**src/rtl/pq_drain_sequencer.sv**
```systemverilog
// Drains the min-priority queue in tag order into a small skid FIFO feeding a ready/valid stream.
// A drain stops on count, empty, over-limit tag (element spilled for re-enqueue) or abort.
module pq_drain_sequencer #(
   parameter int DATA_WIDTH = 32,
   parameter int TAG_WIDTH  = 32,
   parameter int PQ_DEPTH   = 8,
   parameter int BUF_DEPTH  = 4,
   localparam int CNT_WIDTH = $clog2(PQ_DEPTH) + 1
) (
   input  logic                  clk_in,
   input  logic                  rst_in,
   input  logic                  start_in,
   input  logic [CNT_WIDTH-1:0]  count_in,
   input  logic [TAG_WIDTH-1:0]  limit_tag_in,
   input  logic                  abort_in,
   output logic                  pq_deq_out,
   input  logic                  pq_empty_in,
   input  logic                  pq_valid_in,
   input  logic [DATA_WIDTH-1:0] pq_data_in,
   input  logic [TAG_WIDTH-1:0]  pq_tag_in,
   output logic [DATA_WIDTH-1:0] data_out,
   output logic [TAG_WIDTH-1:0]  tag_out,
   output logic                  valid_out,
   input  logic                  ready_in,
   output logic                  spill_valid_out,
   output logic [DATA_WIDTH-1:0] spill_data_out,
   output logic [TAG_WIDTH-1:0]  spill_tag_out,
   output logic                  busy_out,
   output logic                  done_out,
   output logic [1:0]            reason_out,
   output logic [CNT_WIDTH-1:0]  drained_out
);

   localparam int PTR_WIDTH  = $clog2(BUF_DEPTH);
   localparam int FCNT_WIDTH = PTR_WIDTH + 1;
   localparam logic [CNT_WIDTH-1:0]  CNT_MAX   = CNT_WIDTH'(PQ_DEPTH);
   localparam logic [FCNT_WIDTH:0]   BUF_LIMIT = (FCNT_WIDTH + 1)'(BUF_DEPTH);
   localparam logic [1:0] REASON_COUNT = 2'd0;
   localparam logic [1:0] REASON_EMPTY = 2'd1;
   localparam logic [1:0] REASON_LIMIT = 2'd2;
   localparam logic [1:0] REASON_ABORT = 2'd3;

   typedef enum logic [1:0] {IDLE, DRAIN, FLUSH, DONE} state_t;

   state_t                 state;
   logic [CNT_WIDTH-1:0]   count_q;
   logic [CNT_WIDTH-1:0]   issued;
   logic [TAG_WIDTH-1:0]   limit_q;
   logic                   inflight;
   logic [DATA_WIDTH-1:0]  mem_data [BUF_DEPTH];
   logic [TAG_WIDTH-1:0]   mem_tag [BUF_DEPTH];
   logic [PTR_WIDTH-1:0]   rd_ptr;
   logic [PTR_WIDTH-1:0]   wr_ptr;
   logic [FCNT_WIDTH-1:0]  fifo_count;

   logic                   in_drain;
   logic                   over_limit;
   logic                   count_ok;
   logic                   room_ok;
   logic [FCNT_WIDTH:0]    occupancy;
   logic                   resp_ok;
   logic                   resp_over;
   logic                   resp_drop;
   logic                   pop;
   logic                   stop_count;
   logic                   stop_empty;

   assign in_drain   = (state == DRAIN);
   assign over_limit = (pq_tag_in > limit_q);
   assign count_ok   = (count_q == '0) || (issued < count_q);
   // Reserve a FIFO slot for every outstanding request so a response can always be absorbed
   assign occupancy  = {1'b0, fifo_count} + {{FCNT_WIDTH{1'b0}}, inflight};
   assign room_ok    = (occupancy < BUF_LIMIT);

   assign pq_deq_out = in_drain && !pq_empty_in && count_ok && room_ok
                       && !(pq_valid_in && over_limit) && !abort_in;

   assign resp_ok    = in_drain && inflight && pq_valid_in && !over_limit && !abort_in;
   assign resp_over  = in_drain && inflight && pq_valid_in && over_limit && !abort_in;
   assign resp_drop  = inflight && !pq_valid_in;
   assign stop_count = (count_q != '0) && (issued == count_q) && !inflight;
   assign stop_empty = pq_empty_in && !inflight && !pq_deq_out;

   assign valid_out  = (fifo_count != '0);
   assign data_out   = mem_data[rd_ptr];
   assign tag_out    = mem_tag[rd_ptr];
   assign pop        = valid_out && ready_in;
   assign busy_out   = (state != IDLE);
   assign done_out   = (state == DONE);

   always_ff @(posedge clk_in) begin
      if (rst_in) begin
         state           <= IDLE;
         count_q         <= '0;
         issued          <= '0;
         limit_q         <= '0;
         inflight        <= 1'b0;
         rd_ptr          <= '0;
         wr_ptr          <= '0;
         fifo_count      <= '0;
         spill_valid_out <= 1'b0;
         spill_data_out  <= '0;
         spill_tag_out   <= '0;
         reason_out      <= '0;
         drained_out     <= '0;
         for (int i = 0; i < BUF_DEPTH; i++) begin
            mem_data[i] <= '0;
            mem_tag[i]  <= '0;
         end
      end else begin
         inflight <= pq_deq_out;
         if (resp_ok) begin
            mem_data[wr_ptr] <= pq_data_in;
            mem_tag[wr_ptr]  <= pq_tag_in;
            wr_ptr           <= wr_ptr + 1'b1;
         end
         if (pop) begin
            rd_ptr <= rd_ptr + 1'b1;
            if (drained_out != CNT_MAX) drained_out <= drained_out + 1'b1;
         end
         fifo_count <= fifo_count + FCNT_WIDTH'(resp_ok) - FCNT_WIDTH'(pop);

         // A request whose response never arrived no longer counts against the drain count
         if (pq_deq_out && !resp_drop) begin
            if (issued != CNT_MAX) issued <= issued + 1'b1;
         end else if (resp_drop && !pq_deq_out) begin
            if (issued != '0) issued <= issued - 1'b1;
         end

         case (state)
            IDLE: begin
               if (start_in) begin
                  state           <= DRAIN;
                  count_q         <= count_in;
                  limit_q         <= limit_tag_in;
                  issued          <= '0;
                  drained_out     <= '0;
                  spill_valid_out <= 1'b0;
               end
            end
            DRAIN: begin
               if (abort_in) begin
                  state      <= DONE;
                  reason_out <= REASON_ABORT;
                  rd_ptr     <= '0;
                  wr_ptr     <= '0;
                  fifo_count <= '0;
               end else if (resp_over) begin
                  state           <= FLUSH;
                  reason_out      <= REASON_LIMIT;
                  spill_valid_out <= 1'b1;
                  spill_data_out  <= pq_data_in;
                  spill_tag_out   <= pq_tag_in;
               end else if (stop_count) begin
                  state      <= FLUSH;
                  reason_out <= REASON_COUNT;
               end else if (stop_empty) begin
                  state      <= FLUSH;
                  reason_out <= REASON_EMPTY;
               end
            end
            FLUSH: begin
               if (abort_in) begin
                  state      <= DONE;
                  reason_out <= REASON_ABORT;
                  rd_ptr     <= '0;
                  wr_ptr     <= '0;
                  fifo_count <= '0;
               end else if (fifo_count == '0) begin
                  state <= DONE;
               end
            end
            default: state <= IDLE;
         endcase
      end
   end

endmodule

```
**config.mk**
```make
export PLATFORM = sky130hd
export DESIGN_NAME = pq_drain_sequencer
export DESIGN_NICKNAME = d
export VERILOG_FILES = /design/src/rtl/pq_drain_sequencer.sv
export SDC_FILE = /design/constraint.sdc
export NUM_CORES = 1
export LEC_CHECK = 0
export ABC_AREA = 1
export CORE_MARGIN = 8
export CORE_UTILIZATION = 59
export DETAILED_ROUTE_END_ITERATION = 12
export GPL_ROUTABILITY_DRIVEN = 0
export GPL_TIMING_DRIVEN = 0
export PLACE_DENSITY_LB_ADDON = 0.1
export SETUP_SLACK_MARGIN = 0.02
export SLEW_MARGIN = 25
export SYNTH_ARGS = -nofsm -noshare
export SYNTH_HDL_FRONTEND = slang
export SYNTH_SLANG_ARGS = --single-unit
export TNS_END_PERCENT = 100
```
**constraint.sdc**
```tcl
create_clock -name clk_in -period 10.6 [get_ports clk_in]
set_input_delay 1.06 -clock clk_in [delete_from_list [all_inputs] [get_ports clk_in]]
set_output_delay 1.06 -clock clk_in [all_outputs]
set_load 0.005 [all_outputs]
```
# [Word level (Yosys, flattened, before mapping)]
# Memories as Yosys holds them, arrays and structs flattened. A register that Yosys moved wholly into a read port is not among the register bits.
# Cells that the tools add are included.
[classes] order_cmp=3 n_eq_ne=12 muxes=49 n_reduce_logical=46 n_bitwise=1 n_addsub=8
[ops] op="32-bit two-way mux" n=2
[ops] op="32-bit OR reduction" n=2
[ops] op="2-bit two-way mux" n=22
[ops] op="4-bit two-way mux" n=10
[ops] op="32-bit greater-than comparator" n=1
[ops] op="1-bit logical AND" n=20
[ops] op="1-bit two-way mux" n=10
[ops] op="3-bit AND reduction" n=3
[ops] op="4-bit by 1-bit adder with 4-bit output, second input constant" n=2
[ops] op="1-bit logical NOT" n=8
[ops] op="4-bit != test, second input constant" n=2
[ops] op="4-bit nonzero test" n=2
[ops] op="3-bit two-way mux" n=2
[ops] op="2-bit != test, second input constant" n=3
[ops] op="2-bit one-hot mux with 3 select lines" n=1
[ops] op="2-bit nonzero test" n=3
[ops] op="5-bit by 2-bit != test with 1-bit output, second input constant" n=1
[ops] op="2-bit by 1-bit adder with 2-bit output, second input constant" n=2
[ops] op="3-bit by 1-bit adder with 4-bit output" n=1
[ops] op="2-bit == test, second input constant" n=2
[ops] op="4-bit == test" n=1
[ops] op="4-bit logical NOT" n=1
[ops] op="4-bit by 3-bit < comparator with 1-bit output, second input constant" n=1
[ops] op="4-bit < comparator" n=1
[ops] op="16 further kinds" n=16
[totals] regBits=121 mem_count=2 ram_bits=256 output_inout_bits=139
[memory_table] name="mem_data" words=4 width=32 read_ports=1 rd_ports_with_merged_regs=1 wr=4 line="50" source="logic [DATA_WIDTH-1:0] mem_data [BUF_DEPTH];"
[memory_table] name="mem_tag" words=4 width=32 read_ports=1 rd_ports_with_merged_regs=1 wr=4 line="51" source="logic [TAG_WIDTH-1:0] mem_tag [BUF_DEPTH];"

# [Longest topological paths before layout]
# Gate-level depths: netlist of the first run.
[depth] depth_word=13 mapped_depth=22 depth_no_buf=22

# [Worst setup path before layout of the first run]
# Ideal clock, no wire load.
[synth_timing] path_kind="input -> register" from="input pq_tag_in[23]" to="memory mem_data[3][0], enable pin" path_slack_ns=3.307 required_time_ns=10.026 t_arrival_ns=6.718 stages=11 setup_ns=0.574 cell_sequence="ha_1 > nand2_1 > nor2_1 > nand4_1 > nor2_2 > nand4_2 > nand2_2 > nand2_2 > nor2_2 > inv_1 > o21ai_0"
[synth_rtl] element="from (decl)" line="20" source="input logic [TAG_WIDTH-1:0] pq_tag_in,"
[synth_rtl] element="to (decl)" line="50"

# [Worst setup path after layout of the first run]
[layout_timing] from="input pq_tag_in[31]" to="output pq_deq_out"
[layout_via] elab_chain_cells=5
[layout_rtl] element="32-bit greater-than comparator" line="69" source="assign over_limit = (pq_tag_in > limit_q);"
[layout_rtl] element="1-bit logical AND" line="76" source="&& !(pq_valid_in && over_limit) && !abort_in;"
[layout_rtl] element="1-bit logical NOT" line="76"
[layout_rtl] element="1-bit logical AND (2 in a row)" line="76"
[layout_rtl] element="to (decl)" line="16" source="output logic pq_deq_out,"
# No other way between the ends.

==> results.py, run 1 <==
metrics = {
    "final_layout": {
        "syn2layout_area_growth_pct": 26.1,
        "layout-drive-gt1-share_pct": 8.74,
        "antenna_cells": 0,
        "stdcell_count": 2431,
        "area.sequential_um2": 10100,
        "n_fill_cell": 2023,
        "final_net_count": 2171,
        "multi_input_area_um2": 5470,
        "final_util_pct": 74.9,
    },
    "pwr": {
        "ir_worst_vdd_mv": 0.129,
        "cellPowerDensity_nw_per_um2": 187,
        "leakagePower_nw": 8.13,
    },
    "critical_path": {
        "slowest_delay_ns": 0.62,
        "critPathKind": "in2out",
        "rr_endpoint": "mem_data[0][30]$_SDFFCE_PN0P_",
        "path_cells": "clkdlybuf4s50_1 -> ha_1 -> nand2_1 -> nor2_1 -> nand2_1 -> nor2_2 -> nand4_2 -> nand3_1 -> nand2_1 -> inv_1 -> clkdlybuf4s50_1",
        "cp-end-kind": "output port",
        "worst-path-max-fanout": 3,
        "critPathArrivalTime_ns": 3.58,
        "critPathRequiredTime_ns": 9.54,
        "worst_r2r_path_depth": 13,
        "rr_startpoint": "limit_q[15]$_SDFFE_PP0P_",
        "timing.reg2reg.setup_slack_ns": 7.22,
        "critPathLaunchType": "input pin",
        "critPathSlowestCell": "clkdlybuf4s50_1",
        "crit_start": "pq_tag_in[31]",
        "cpMostUsedCell": "nand2_1",
    },
    "sta": {
        "clock_skew_ns": 0.0213,
        "setup_viol": 0,
        "relSlewSlack_pct": 39.7,
        "maxSlewViolCount": 0,
        "min_period_over_period_pct": 43.8,
        "hold_violations": 0,
        "worstMarginPinSlew_ns": 0.905,
        "rsz0062_at_grt": "no",
        "period_needed_ns": 4.64,
        "fmax_ghz": 0.216,
    },
    "logic_synthesis": {
        "synth_area_leaders": "edfxtp_1, dfxtp_1, nor2_1",
        "ys_warn_count": 0,
        "ys_ff_latch": 377,
        "syn_area_per_cell_um2": 9.82,
        "synth_top_area_share_pct": 45.4,
        "synth-seq-area-share_pct": 59.8,
        "synth_area_leader_cell": "edfxtp_1",
        "synth_cell_types": 33,
        "syn_nets": 1878,
        "synth_area_um2": 16900,
        "syn_inst": 1722,
    },
    "hold_path": {
        "hp-class": "reg2reg",
        "holdPathEnd": "spill_tag_out[26]$_SDFFE_PP0P_",
        "hold_path_depth": 2,
        "worstHoldStart": "spill_tag_out[26]$_SDFFE_PP0P_",
    },
    "cts": {
        "postCtsSetupBuffers": 0,
        "cts_sinks": 377,
        "clkTransAtPathRegs_ns": 0.05,
        "clockBufferDepth": 3,
        "cts_resized": 0,
        "cts_buffers": 40,
        "hold_buffers": 0,
        "cts_root_buf": "clkbuf_16",
        "clkLatencyLatePin_ns": 0.54,
        "cts.htree.levels": 2,
        "tritoncts": "yes",
    },
    "global_routing": {
        "use_met2_pct": 47.7,
        "grt_max_degree": 47,
        "track_usage_pct": 28.2,
        "grt_pass1_wl_um": 74600,
        "grt_remaining_overflow": 0,
        "use_met3_pct": 6.67,
        "antenna_found_initial": 2,
        "busiest_layer": "met2",
        "met1_usage_pct": 34.9,
        "grt_pass1_vias": 13805,
    },
    "drt": {
        "avgViaCountPerCell": 5.61,
        "ant_nets": 0,
        "drcViolationCount": 0,
        "via_count": 13639,
        "firstDrtPassIters": 6,
        "drt_iter0_drc": 1227,
        "wire_per_inst_um": 20.1,
        "drt-total-wl_um": 48900,
    },
    "place": {
        "place_inst": 2357,
        "port_buffers": 244,
        "hpwl_um": 33900,
    },
    "floorplan": {
        "std_cell_rows": 62,
        "core_um2": 28500,
        "die_h_um": 185,
        "io_pins": 246,
        "fp.dieW_um": 185,
        "dieArea_um2": 34300,
        "start_util_pct": 59.4,
    },
    "run_status": {
        "status": "finished clean",
    },
    "run": {
        "max-cap-violations": 0,
    },
}
cells in the final DEF, fill, tap and decap left out, types with 5 or more instances in the layout:
cell type	n
nor2_1	358
edfxtp_1	256
clkdlybuf4s50_1	244
o21ai_0	243
inv_1	202
a21oi_1	126
dfxtp_1	121
clkbuf_1	75
nand2_1	67
o22ai_1	64
nor3_2	56
ha_1	48
clkbuf_16	41
buf_2	20
nand3_1	19
buf_6	18
nor3_1	15
xor2_1	7
buf_4	6
clkinv_2	6
nand4_1	5
clkinv_1	5
buf_16	5
worst max-delay path by stage:
| stage | slack, ns | endpoint | depth (start not counted) |
|---|---|---|---|
| after floorplan | 3.31 | mem_data[3][0]$_DFFE_PP_ | 11 |
| after global placement | -1.0 | mem_tag[3][8]$_DFFE_PP_ | 12 |
| after detailed placement | 5.93 | mem_tag[0][19]$_SDFFCE_PN0P_ | 15 |
| after CTS | 5.99 | pq_deq_out | 11 |
| after global routing | 5.83 | pq_deq_out | 11 |
| final | 5.96 | pq_deq_out | 11 |
sequential cells by signal (all words and copies together), names as in the netlist, 3 cells and up:
signal / cells
spill_data_out: 32
mem_tag: 128
fifo_count: 3
spill_tag_out: 32
limit_q: 32
issued: 4
drained_out: 4
mem_data: 128
count_q: 4
cell usage after synthesis:
library cell	number
xnor2_1	2
buf_1	2
buf_4	6
buf_6	18
nor2_2	2
mux2_2	1
ha_1	48
a31oi_1	1
a21boi_0	1
dfxtp_1	121
nand2_1	70
nor3_2	56
edfxtp_1	256
nand4_2	1
o21ai_0	244
a21o_1	2
inv_2	2
nand2_2	2
a221oi_1	1
nand3_1	19
clkbuf_1	65
xor2_1	7
nor2_4	1
nor3_1	15
inv_1	202
nand3b_1	2
a21oi_1	126
buf_2	20
nor2_1	358
o22ai_1	64
o21a_1	1
fa_1	1
nand4_1	5
final cells by class:
class / count / area share (%)
sequential: 377 / 47.4
inverter: 204 / 3.59
tap: 384 / 2.25
multi-input combinational: 1030 / 25.7
timing repair buffer: 251 / 12.3
clock inverter: 19 / 0.845
buffer: 111 / 2.81
clock buffer: 55 / 5.20
metrics by stage:
step	hold WS [ns]	setup TNS, ns	setup slack (ns)	power [mW]	area, µm²
after floorplan	0.433	0	3.31	2.18	16900
final	0.442	0	5.96	3.98	21300
after global routing	0.462	0	5.83	4.15	21300
after global placement	0.432	-63.44	-0.997	2.59	19800
after detailed placement	0.435	0	5.93	2.61	20000
after CTS	0.443	0	5.99	3.99	21300
cells by family (layout without fill, tap and decap cells):
group	Yosys count	after routing	synth area share (%)
buffers and inverters	315	640	8.07
AO/OA/AOI/OAI	440	440	13.6
adder cells (fa/ha/maj)	49	49	3.67
multiplexers	1	1	0.0666
XOR/XNOR	9	9	0.466
AND/OR/NAND/NOR	531	531	14.4
flip-flops	377	377	59.8
critical path: cells and delay by family:
family	cells	cell delay (ns)
AND/OR/NAND/NOR	7	0.93
buffers and inverters	3	1.17
adder cells (fa/ha/maj)	1	0.41
power breakdown:
| group | leakage, nW | switching (mW) | internal (mW) |
|---|---|---|---|
| combinational | 3.87 | 0.528 | 0.379 |
| sequential | 3.63 | 0.0353 | 1.65 |
| clock | 0.630 | 0.579 | 0.810 |
| total | 8.13 | 1.14 | 2.84 |
per-layer routing:
metal  share of wire, %  wire length (µm)
met1                 39             18900
met2                 48             23700
met3                9.8              4790
met4                3.0              1490
met5              0.031                15
Note: power is estimated with default switching activity, not from simulation.
==> inputs of run 2 (changes only) <==
Settings changed: CORE_UTILIZATION 59 to 49.
Clock period 10.6 ns to 4.25 ns, I/O delays scaled along.
==> run 2 against run 1 <==
  * Die area grew 19%
  * Wire length grew 2.3%
  * Highest routed layer unchanged
  * Critical path type is now reg2out
  * Sequential cell count is the same
  * Critical endpoint is now tag_out[26]
  * Largest power group unchanged
==> results.py, run 2 (synthesis gave the netlist of run 1 again) <==
metrics = {
    "run_status": {
        "status": "finished clean",
    },
    "pwr": {
        "seqPwrFrac_pct": 40.8,
        "cellPowerDensity_nw_per_um2": 477,
        "p_sw_share_pct": 27.9,
        "comb_power_share_pct": 22.1,
        "power_mw": 10.3,
        "power_frac_clock_pct": 37.1,
        "p_int_mw": 7.43,
        "power_switching_mw": 2.87,
        "ir_worst_vdd_mv": 0.376,
        "leakagePower_nw": 8.21,
    },
    "hold_path": {
        "hp-class": "in2reg",
    },
    "place": {
        "port_buffers": 244,
        "place_ws_ns": 0.0392,
        "hpwl_um": 35300,
        "place_inst": 2428,
    },
    "final_layout": {
        "stdcell_count": 2505,
        "final_net_count": 2172,
        "final_common_cell": "nor2_1",
        "layout-drive-gt1-share_pct": 8.98,
        "area.sequential_um2": 10100,
        "final_cell_mix": "nor2_1, edfxtp_1, clkdlybuf4s50_1, o21ai_0, inv_1",
        "multi_input_area_um2": 5470,
        "n_fill_cell": 2838,
        "top_regs": "mem_data x128, mem_tag x128",
        "syn2layout_area_growth_pct": 27.7,
    },
    "cts": {
        "tritoncts": "yes",
        "hold_buffers": 0,
        "cts_sinks": 377,
        "clockBufferDepth": 3,
        "clkTransAtPathRegs_ns": 0.06,
        "postCtsSetupBuffers": 0,
        "cts_root_buf": "clkbuf_16",
        "cts_resized": 0,
        "cts_buffers": 41,
        "cts.htree.levels": 2,
        "clkLatencyLatePin_ns": 0.54,
    },
    "sta": {
        "hold_violations": 0,
        "rsz0062_at_grt": "no",
        "setup_slack_ns": 0.325,
        "period_needed_ns": 3.92,
        "fmax_ghz": 0.255,
        "worstMarginPinSlew_ns": 0.886,
        "min_period_over_period_pct": 92.3,
        "relSlewSlack_pct": 40.9,
        "clock_skew_ns": 0.0185,
        "tns_ns": 0,
        "maxSlewViolCount": 0,
        "setup_viol": 0,
    },
    "global_routing": {
        "grt_pass1_wl_um": 77000,
        "grt_pass1_vias": 13594,
        "grt_remaining_overflow": 0,
        "grt_max_degree": 47,
        "track_usage_pct": 24.0,
        "antenna_found_initial": 2,
    },
    "critical_path": {
        "path_cells": "clkbuf_1 -> clkbuf_1 -> clkbuf_1 -> nor2_1 -> o22ai_1 -> clkdlybuf4s50_1",
        "critPathBufInv": 4,
        "critPathRequiredTime_ns": 3.83,
        "critPathArrivalTime_ns": 3.50,
        "path_delay_family": "buffers and inverters",
        "critPathSlowestCell": "clkdlybuf4s50_1",
        "slowest_delay_ns": 0.58,
        "critPathKind": "reg2out",
        "cp-end-kind": "output port",
        "cpMostUsedCell": "clkbuf_1",
        "critPathLaunchType": "flop",
        "worst-path-max-fanout": 10,
    },
    "drt": {
        "ant_nets": 0,
        "wire_per_inst_um": 20.0,
        "avgViaCountPerCell": 5.39,
        "via_count": 13510,
        "drt_iter0_drc": 1131,
        "firstDrtPassIters": 5,
        "drcViolationCount": 0,
        "drt-total-wl_um": 50000,
    },
    "floorplan": {
        "start_util_pct": 49.3,
        "core_um2": 34300,
        "die_h_um": 202,
        "dieArea_um2": 40700,
        "io_pins": 246,
        "std_cell_rows": 68,
        "fp.dieW_um": 202,
    },
    "run": {
        "max-cap-violations": 0,
    },
}
[run 2: cell count changes in the layout (fill, tap and decap cells not counted), sizes merged]
cell    previous run  this run
bufinv             3         8
clkbuf           120       116
clkinv            11        14
diode              0         1
inv              207       205
[run 2: worst reg2reg max path: stages (launching register included)]
cell	delay, ns
dfxtp_1	0.31
inv_1	0.05
ha_1	0.29
nand2_1	0.09
nor3_1	0.39
nand4_2	0.25
nand2_2	0.17
nand2_2	0.10
nor2_4	0.13
nand3_1	0.19
buf_4	0.26
buf_6	0.17
nand2_4	0.39
buf_12	0.32
[run 2: through the flow]
step                      util, %  hold slack, ns  cell area [µm²]
after global routing         63.0           0.442            21600
after CTS                    63.0           0.365            21600
final                        63.0           0.381            21600
after floorplan                 -           0.433            16900
after global placement       58.1           0.430            19900
after detailed placement     58.8           0.436            20100
[run 2: layout make-up]
cell class / count / share of cell area, %
antenna: 1 / 0.0116
buffer: 111 / 2.78
clock buffer: 51 / 5.21
clock inverter: 25 / 1.49
inverter: 204 / 3.55
multi-input combinational: 1030 / 25.3
sequential: 377 / 46.8
tap: 455 / 2.64
timing repair buffer: 251 / 12.2
[run 2: power groups by stage]
stage / registers, mW / logic [mW] / clock network (mW)
after floorplan: 4.27 / 1.16 / 0
after global routing: 4.23 / 2.53 / 4.01
after detailed placement: 4.28 / 2.28 / 0
after CTS: 4.21 / 2.29 / 3.87
after global placement: 4.29 / 2.22 / 0
final: 4.21 / 2.27 / 3.83
[run 2: worst paths after layout]
check                                                     start                               to  slack (ns)  cells past startpoint
worst min register to register  spill_data_out[30]$_SDFFE_PP0P_  spill_data_out[30]$_SDFFE_PP0P_        0.44                      2
worst min-delay path                                   abort_in     spill_valid_out$_SDFFE_PP0P_        0.38                      4
worst max register to register         limit_q[15]$_SDFFE_PP0P_     mem_tag[0][24]$_SDFFCE_PN0P_        0.81                     13
worst max-delay path                       rd_ptr[0]$_SDFF_PP0_                      tag_out[26]        0.33                      6
[run 2: routing by layer]
layer | vias up | share of wire [%] | global-route usage, % | routed length, µm
met2 | 515 | 47 | 39.3 | 23600
met5 | - | 0.020 | 0 | 10
met3 | 88 | 9.1 | 5.48 | 4570
met1 | 6473 | 41 | 31.3 | 20400
li1 | 6432 | - | - | -
met4 | 2 | 2.8 | 7.59 | 1400
==> inputs of run 3 (changes only) <==
Settings changed: GPL_ROUTABILITY_DRIVEN 0 to 1.
==> results of run 3 <==
Same layout as run 2: the final DEF is identical, and so are final timing and power.
